### config.mk
export PLATFORM = sky130hd
export DESIGN_NAME = seq_addsub_n
export DESIGN_NICKNAME = d
export VERILOG_FILES = /design/src/rtl/seq_addsub_n.sv
export SDC_FILE = /design/constraint.sdc
export NUM_CORES = 1
export LEC_CHECK = 0
export BUFFER_PORTS_ARGS = -buffer_cell sky130_fd_sc_hd__buf_2
export CORE_MARGIN = 1.5
export CORE_UTILIZATION = 55
export DETAILED_ROUTE_END_ITERATION = 10
export PLACE_DENSITY_LB_ADDON = 0.3
export SLEW_MARGIN = 20
export SYNTH_ARGS = -nofsm -noshare
export SYNTH_HDL_FRONTEND = slang
export SYNTH_SLANG_ARGS = --single-unit
### constraint.sdc
create_clock -name clk -period 10.6 [get_ports clk]
set_input_delay 1.06 -clock clk [delete_from_list [all_inputs] [get_ports clk]]
set_output_delay 1.06 -clock clk [all_outputs]
set_load 0.005 [all_outputs]
### src/rtl/seq_addsub_n.sv
// Multi-cycle WIDTH-bit adder/subtractor: ripples CHUNK bits per clock and
// reports sum, carryout, signed overflow and zero via a start/busy/done handshake.
module seq_addsub_n #(
    parameter int unsigned WIDTH = 32,
    parameter int unsigned CHUNK = 4
) (
    input  logic             clk,
    input  logic             reset,
    input  logic             start,
    input  logic             sub,
    input  logic [WIDTH-1:0] a,
    input  logic [WIDTH-1:0] b,
    output logic             busy,
    output logic             done,
    output logic [WIDTH-1:0] sum,
    output logic             carryout,
    output logic             overflow,
    output logic             zero
);

    localparam int unsigned N  = WIDTH / CHUNK;
    localparam int unsigned CW = (N > 1) ? $clog2(N) : 1;
    localparam logic [CW-1:0] LAST = CW'(N - 1);

    typedef enum logic [1:0] {
        IDLE = 2'd0,
        RUN  = 2'd1,
        DONE = 2'd2
    } state_t;

    state_t           state;
    logic [WIDTH-1:0] op_a;
    logic [WIDTH-1:0] op_b;
    logic [WIDTH-1:0] res;
    logic             carry;
    logic [CW-1:0]    cnt;

    logic [CHUNK-1:0] chunk_a;
    logic [CHUNK-1:0] chunk_b;
    logic [CHUNK:0]   chunk_sum;
    logic [WIDTH-1:0] res_next;
    logic             ovf_next;

    // Select the operand slices addressed by the chunk counter
    always_comb begin
        chunk_a = '0;
        chunk_b = '0;
        for (int i = 0; i < int'(N); i++) begin
            if (cnt == CW'(i)) begin
                chunk_a = op_a[i*CHUNK +: CHUNK];
                chunk_b = op_b[i*CHUNK +: CHUNK];
            end
        end
    end

    // One ripple step: chunk add with incoming carry
    always_comb begin
        chunk_sum = {1'b0, chunk_a} + {1'b0, chunk_b} + {{CHUNK{1'b0}}, carry};
    end

    // Result register with the current chunk merged in, plus overflow of that result
    always_comb begin
        res_next = res;
        for (int i = 0; i < int'(N); i++) begin
            if (cnt == CW'(i)) begin
                res_next[i*CHUNK +: CHUNK] = chunk_sum[CHUNK-1:0];
            end
        end
        ovf_next = (op_a[WIDTH-1] == op_b[WIDTH-1]) &&
                   (res_next[WIDTH-1] != op_a[WIDTH-1]);
    end

    // Control FSM, datapath registers and registered outputs
    always_ff @(posedge clk) begin
        if (reset) begin
            state    <= IDLE;
            op_a     <= '0;
            op_b     <= '0;
            res      <= '0;
            carry    <= 1'b0;
            cnt      <= '0;
            busy     <= 1'b0;
            done     <= 1'b0;
            sum      <= '0;
            carryout <= 1'b0;
            overflow <= 1'b0;
            zero     <= 1'b0;
        end else begin
            case (state)
                IDLE, DONE: begin
                    done <= 1'b0;
                    if (start) begin
                        // Subtraction is a + ~b + 1: invert b, seed carry with 1
                        op_a  <= a;
                        op_b  <= b ^ {WIDTH{sub}};
                        carry <= sub;
                        cnt   <= '0;
                        busy  <= 1'b1;
                        state <= RUN;
                    end else begin
                        state <= IDLE;
                    end
                end
                RUN: begin
                    res   <= res_next;
                    carry <= chunk_sum[CHUNK];
                    if (cnt == LAST) begin
                        state    <= DONE;
                        busy     <= 1'b0;
                        done     <= 1'b1;
                        sum      <= res_next;
                        carryout <= chunk_sum[CHUNK];
                        overflow <= ovf_next;
                        zero     <= (res_next == '0);
                    end else begin
                        cnt <= cnt + CW'(1);
                    end
                end
                default: begin
                    state <= IDLE;
                    busy  <= 1'b0;
                    done  <= 1'b0;
                end
            endcase
        end
    end

endmodule

==> metrics, run 1 <==
CP bufs+invs 2; Seq/Total Area, Yosys 0.4275; post-DP HPWL 10750 um; worst-margin pin slew approximately 1.1 ns; final hold violation count 0; initial core utilization 0.5601; crit-path max FO 33; die span in x 110.6 um; GRT overflow 0; RSZ-0062 raised after global routing false; PD cells roughly 180 nW/um2; Worst Hold End sum[5]; final setup violation count 0; chip height roughly 110 um; most common cell after layout, fill and taps aside dfxtp_1; CP Capture Type flip-flop; insertion delay to the later sink of the worst-skew pair about 0.42 ns; Min Hold Slack 0.4491 ns; share of layout cells above drive strength 1 0.1730; maximum vdd drop roughly 130 uV; First-pass DRT Iterations 5; Design Power 1.318 mW; Max Freq approximately 210 MHz; Routed Antenna Nets 0; Multi-input gate area around 3300 um2; Reg power frac 0.418; Layout area overhead 16.78%; CP max stage cell dfxtp_1; Post-DP Area between 6000 and 7000 um2; Avg WL per Cell 15.68 um; number of global-route vias before repair between 5000 and 6000; CTS buffer count 17; Initial DRC Count roughly 450; Slew headroom 0.2885; final setup skew 0.008459 ns; setup TNS 0 ns; ys flop type dfxtp_1; Clock transition at path regs 0.06 ns; GPL Wtd Cong 0.9065; Synth async-reset ratio 0; Remaining DRCs 0; initial antenna violation count 0; Hold WC Path Type flip-flop to flip-flop; FILL cells roughly 1000; cell breakdown of the critical path inv_1 -> ha_1 -> a32oi_1 -> o21ai_0 -> a22oi_1 -> fa_1 -> inv_1 -> fa_1 -> xnor2_2 -> a21oi_1 -> nor4_1 -> nand4_1 -> o21ai_2; largest net degree at the start of global routing a little over 100; postcts setup bufs 0; Die ar. about 12000 um2; worst setup path category flip-flop to flip-flop; Max-Cap Viols 0; CTS Root Cell clkbuf_16; crit-path leading delay family adder cells; slowest stage delay, CP 1.00 ns; Lkg Pwr around 2.9 nW; Vias per Instance 5.768; Tmin final 4.743 ns; Max Slew Vio Count 0; hold_sp sum[5]; Post-Syn Area roughly 6400 um2; Reg-to-Reg End zero; EDFF count, synth 0; FF+latch count, synth between 100 and 150; most frequent cells in the layout 136 x dfxtp_1, 135 x nand2_1, 104 x buf_2, 89 x nor2_1, 78 x a21oi_1; Cell Int Power 976.9 uW; Worst Setup Start Kind flip-flop; Required @ worst endpoint 10.96 ns; CTS Hold Buffers Added 0; I/O Buffers 104; switching share of power 0.2590; Worst Hold Depth 2; worst-case clock buffer depth 2; clock sinks approximately 140; P_sw around 340 uW; # nets final a little over 900; Syn Area/Cell approximately 8 um2; RR Startpoint cnt[2]; Post-Syn Instances between 700 and 800; syn nets just under 900; Final Non-Filler Cells approximately 1000; logic gate share of total power 0.126; Core ar. approximately 11000 um2; fin area between 7000 and 8000 um2; Register Area ~2700 um2; Routed WL approximately 16000 um; Cell Rows 39; fin crit share 0.4475; status completed; # IOs about 110; CTS tree done; Warnings, synthesis 0; R2R Setup Slk a little under 6 ns; antenna cells 0; post_cts resized 0; FF-to-FF path depth 13; first-pass GRT wire length 26450 um; Clock power frac 0.457; Tot GR Track Use 0.2655; via count a little under 6000; H-tree depth 4; Cells after DPL 978; distinct cell type count after synthesis 56; WP data arrival 5.10 ns
==> worst max-delay path by stage <==
stage                     cells after the start   start  slack (ns)    to
after floorplan                              17  cnt[2]        7.07  zero
after global placement                       13  cnt[2]        6.12  zero
after detailed placement                     13  cnt[2]        5.94  zero
after CTS                                    13  cnt[2]        5.91  zero
after global routing                         13  cnt[2]        5.42  zero
final                                        13  cnt[2]        5.86  zero
==> worst reg2reg max path: stages, from the launching register on <==
cell,delay [ns]
dfxtp_1,1.00
inv_1,0.21
ha_1,0.56
a32oi_1,0.31
o21ai_0,0.12
a22oi_1,0.23
fa_1,0.22
inv_1,0.05
fa_1,0.45
xnor2_2,0.71
a21oi_1,0.20
nor4_1,0.33
nand4_1,0.16
o21ai_2,0.14
==> per-layer routing <==
| metal | part of all wire | wire [um] | vias up | track usage |
|---|---|---|---|---|
| met1 | 0.43 | 6839 | 2683 | 0.3288 |
| met3 | 0.058 | 921 | 36 | 0.05873 |
| met5 | 0 | 0 | - | 0 |
| met2 | 0.48 | 7632 | 236 | 0.4486 |
| met4 | 0.028 | 443 | 0 | 0.1068 |
| li1 | - | - | 2871 | - |
==> cell families (layout without fill, tap and decap cells) <==
family	count (synthesis)	in the layout	synth area share
AO/OA/AOI/OAI	243	243	0.2365
XOR/XNOR	35	35	0.05049
adder cells (fa/ha/maj)	11	11	0.02397
buffers and inverters	77	151	0.05206
flip-flops	136	136	0.4275
multiplexers	18	18	0.02829
AND/OR/NAND/NOR	273	273	0.1811
==> cells in the mapped netlist, types with 9 or more instances <==
cell	instances	area, um2
nand2b_1	9	56.30
a211oi_1	49	367.9
mux2i_1	18	180.2
nand2_1	135	506.7
clkbuf_1	43	161.4
ha_1	9	112.6
buf_2	19	95.09
o21ai_0	59	295.3
xnor2_1	32	280.3
nor2_1	89	334.1
dfxtp_1	136	2723
a21oi_1	79	395.4
==> layout make-up <==
type / instances / area share
Clock buffer: 20 / 0.06141
Clock inverter: 12 / 0.02019
Inverter: 8 / 0.004038
Multi-Input combinational cell: 580 / 0.4472
Sequential cell: 136 / 0.3661
Tap cell: 143 / 0.02406
Timing Repair Buffer: 111 / 0.07705
==> power groups by stage <==
stage | logic [mW] | registers [mW] | clock network (mW)
global route | 0.186 | 0.552 | 0.628
CTS | 0.166 | 0.550 | 0.605
detailed placement | 0.164 | 0.561 | 0
floorplan | 0.124 | 0.555 | 0
global placement | 0.160 | 0.560 | 0
finish | 0.166 | 0.551 | 0.602
==> stage by stage <==
| step | worst slack (ns) | util |
|---|---|---|
| 2_1_floorplan | 7.073 | - |
| 3_3_place_gp | 6.116 | 0.6007 |
| 3_5_place_dp | 5.937 | 0.6007 |
| 4_1_cts | 5.912 | 0.6541 |
| 5_1_grt | 5.417 | 0.6541 |
| 6_report | 5.857 | 0.6541 |
==> sequential cells by signal (all words and copies together) (netlist names), 2 cells and up <==
name,count
op_a,32
res,29
op_b,32
state,2
cnt,3
sum,32
Note: power is estimated with default switching activity, not from simulation.
==> inputs of run 2 (changes only) <==
--- a/config.mk
+++ b/config.mk
@@ -7,7 +7,7 @@
 export LEC_CHECK = 0
 export BUFFER_PORTS_ARGS = -buffer_cell sky130_fd_sc_hd__buf_2
 export CORE_MARGIN = 1.5
-export CORE_UTILIZATION = 55
+export CORE_UTILIZATION = 51
 export DETAILED_ROUTE_END_ITERATION = 10
 export PLACE_DENSITY_LB_ADDON = 0.3
 export SLEW_MARGIN = 20
==> constraint.sdc (replaced) <==
create_clock -name clk -period 4.3 [get_ports clk]
set_input_delay 0.43 -clock clk [delete_from_list [all_inputs] [get_ports clk]]
set_output_delay 0.43 -clock clk [all_outputs]
set_load 0.005 [all_outputs]
==> metrics, run 2 (same netlist as run 1, synthesis figures left out) <==
final setup violation count 0 (unchanged); insertion delay to the later sink of the worst-skew pair 0.43 ns (was 0.42 ns); Design Power 3.367 mW (was 1.318 mW); initial core utilization 0.5258 (was 0.5601); Vias per Instance 5.648 (was 5.768); WL met3 807 um (was 921 um); worst setup path category flip-flop to flip-flop (unchanged); PD cells 442.6 nW/um2 (was 177.3 nW/um2); share of layout cells above drive strength 1 0.1845 (was 0.1730); FILL cells 1114 (was 1006); CP Capture Type flip-flop (unchanged); Min Hold Slack 0.2330 ns (was 0.4491 ns); most frequent cells in the layout 136 x dfxtp_1, 135 x nand2_1, 104 x buf_2, 89 x nor2_1, 78 x a21oi_1 (unchanged); CP max stage cell ha_1 (was dfxtp_1); Initial DRC Count 338 (was 452); Cell Rows 40 (was 39); GPL Wtd Cong 0.8553 (was 0.9065); # nets final 944 (was 933); Hold WC Path Type input pin to flip-flop (was flip-flop to flip-flop); Max Freq 257.9 MHz (was 210.8 MHz); slowest stage delay, CP 0.63 ns (was 1.00 ns); H-tree depth 4 (unchanged); Die ar. 13170 um2 (was 12230 um2); Tmin final 3.878 ns (was 4.743 ns); FF-to-FF path depth 16 (was 13); GRT overflow 0 (unchanged); postcts setup bufs 0 (unchanged); final setup skew 0.006777 ns (was 0.008459 ns); Max Slew Vio Count 0 (unchanged); Tot GR Track Use 0.2615 (was 0.2655); worst-case clock buffer depth 2 (unchanged); die span in x 114.7 um (was 110.6 um); cell breakdown of the critical path inv_1 -> ha_1 -> nor2b_1 -> o21ai_0 -> a32oi_1 -> o21ai_0 -> a22oi_1 -> fa_1 -> inv_1 -> fa_1 -> xnor2_2 -> buf_4 -> a21oi_1 -> nor4_1 -> nand4_1 -> o21ai_2 (was inv_1 -> ha_1 -> a32oi_1 -> o21ai_0 -> a22oi_1 -> fa_1 -> inv_1 -> fa_1 -> xnor2_2 -> a21oi_1 -> nor4_1 -> nand4_1 -> o21ai_2); CP bufs+invs 3 (was 2); first-pass GRT wire length 26890 um (was 26450 um); CTS buffer count 17 (unchanged); Avg WL per Cell 15.80 um (was 15.68 um); Clock transition at path regs 0.06 ns (about the same); final hold violation count 0 (unchanged); R2R Setup Slk 0.42 ns (was 5.86 ns); maximum vdd drop 236.6 uV (was 129.6 uV); critical path endpoint zero (unchanged); Routed Antenna Nets 0 (unchanged); Layout area overhead 19.43% (was 16.78%); antenna cells 0 (unchanged); CTS tree done (unchanged); Worst Setup Start Kind flip-flop (unchanged); Core ar. 12110 um2 (was 11370 um2); chip height 114.7 um (was 110.6 um); initial antenna violation count 0 (unchanged); CTS Root Cell clkbuf_16 (unchanged); largest net degree at the start of global routing 100 (was 101); Required @ worst endpoint 4.67 ns (was 10.96 ns); setup TNS 0 ns (unchanged); fin crit share 0.9019 (was 0.4475); clock sinks 136 (unchanged); status completed (unchanged); I/O Buffers 104 (unchanged); Worst path depth 16 (was 13); Lkg Pwr 2.936 nW (was 2.860 nW); worst-margin pin slew 1.092 ns (was 1.067 ns); crit-path max FO 21 (was 33); # IOs 105 (unchanged); via count 5908 (was 5826); post_cts resized 0 (unchanged); WP data arrival 4.25 ns (was 5.10 ns); WL met2 8098 um (was 7632 um); most common cell after layout, fill and taps aside dfxtp_1 (unchanged); First-pass DRT Iterations 7 (was 5); M1 WL 7105 um (was 6839 um); crit-path leading delay family adder cells (unchanged); Max-Cap Viols 0 (unchanged); RR Startpoint cnt[0] (was cnt[2]); top flop regs op_a: 32 flops, op_b: 32 flops, sum: 32 flops (unchanged); RSZ-0062 raised after global routing false (unchanged); Reg-to-Reg End zero (unchanged); Crit. Startpoint cnt[0] (was cnt[2]); top layer in use met4 (unchanged); post-DP HPWL 11660 um (was 10750 um); Remaining DRCs 0 (unchanged); number of global-route vias before repair 5472 (was 5547); CTS Hold Buffers Added 0 (unchanged); Routed WL 16530 um (was 15840 um); Slew headroom 0.2720 (was 0.2885)
==> run 2: cell count changes in the layout (fill, tap and decap cells not counted) <==
cell / previous run / this run
buf_4: 7 / 17
buf_12: 0 / 1
clkbuf_8: 2 / 4
clkinv_4: 2 / 1
clkbuf_1: 1 / 0
clkinv_2: 4 / 2
clkinvlp_4: 3 / 4
bufinv_16: 3 / 4
==> run 2: area by class of cell <==
| cell class | count | area [um2] | area share |
|---|---|---|---|
| repair buffers | 122 | 668.1 | 0.08784 |
| clock buffers | 21 | 480.5 | 0.06317 |
| inverters | 8 | 30.03 | 0.003948 |
| well taps | 168 | 210.2 | 0.02764 |
| clock inverters | 11 | 168.9 | 0.02221 |
| flip-flops and latches | 136 | 2723 | 0.3580 |
| multi-input cells | 580 | 3326 | 0.4372 |
==> run 2: power by group <==
part	switching [mW]	internal, mW
clock network	0.548	1.03
registers	0.0423	1.32
logic	0.258	0.174
total	0.848	2.52
==> run 2: worst min-delay path: stages <==
cell     delay, ns
buf_2         0.09
nand2_1       0.04
a21oi_1       0.05
==> run 2: worst min path at each step <==
stage	from	to	slack, ns	depth (start not counted)
3_5_place_dp	sum[6]	sum[6]	0.44	2
2_1_floorplan	op_a[17]	op_a[17]	0.44	2
6_report	a[9]	op_a[9]	0.23	3
3_3_place_gp	sum[27]	sum[27]	0.43	2
5_1_grt	a[1]	op_a[1]	0.23	3
4_1_cts	a[3]	op_a[3]	0.22	3
==> run 2: stage by stage <==
stage	cell area, um2	setup WS, ns	utilization	instances
after global routing	7606	0.08285	0.6280	1046
after global placement	6957	0.5652	0.5744	1014
after detailed placement	6957	0.4453	0.5744	1014
final	7606	0.4220	0.6280	1046
after floorplan	6369	0.7726	-	793
after CTS	7606	0.4164	0.6280	1046
==> run 2: layer usage <==
metal	vias up	global-route usage
met4	0	0.1177
met3	37	0.06589
met1	2772	0.3126
met5	-	0
li1	2908	-
met2	191	0.4463
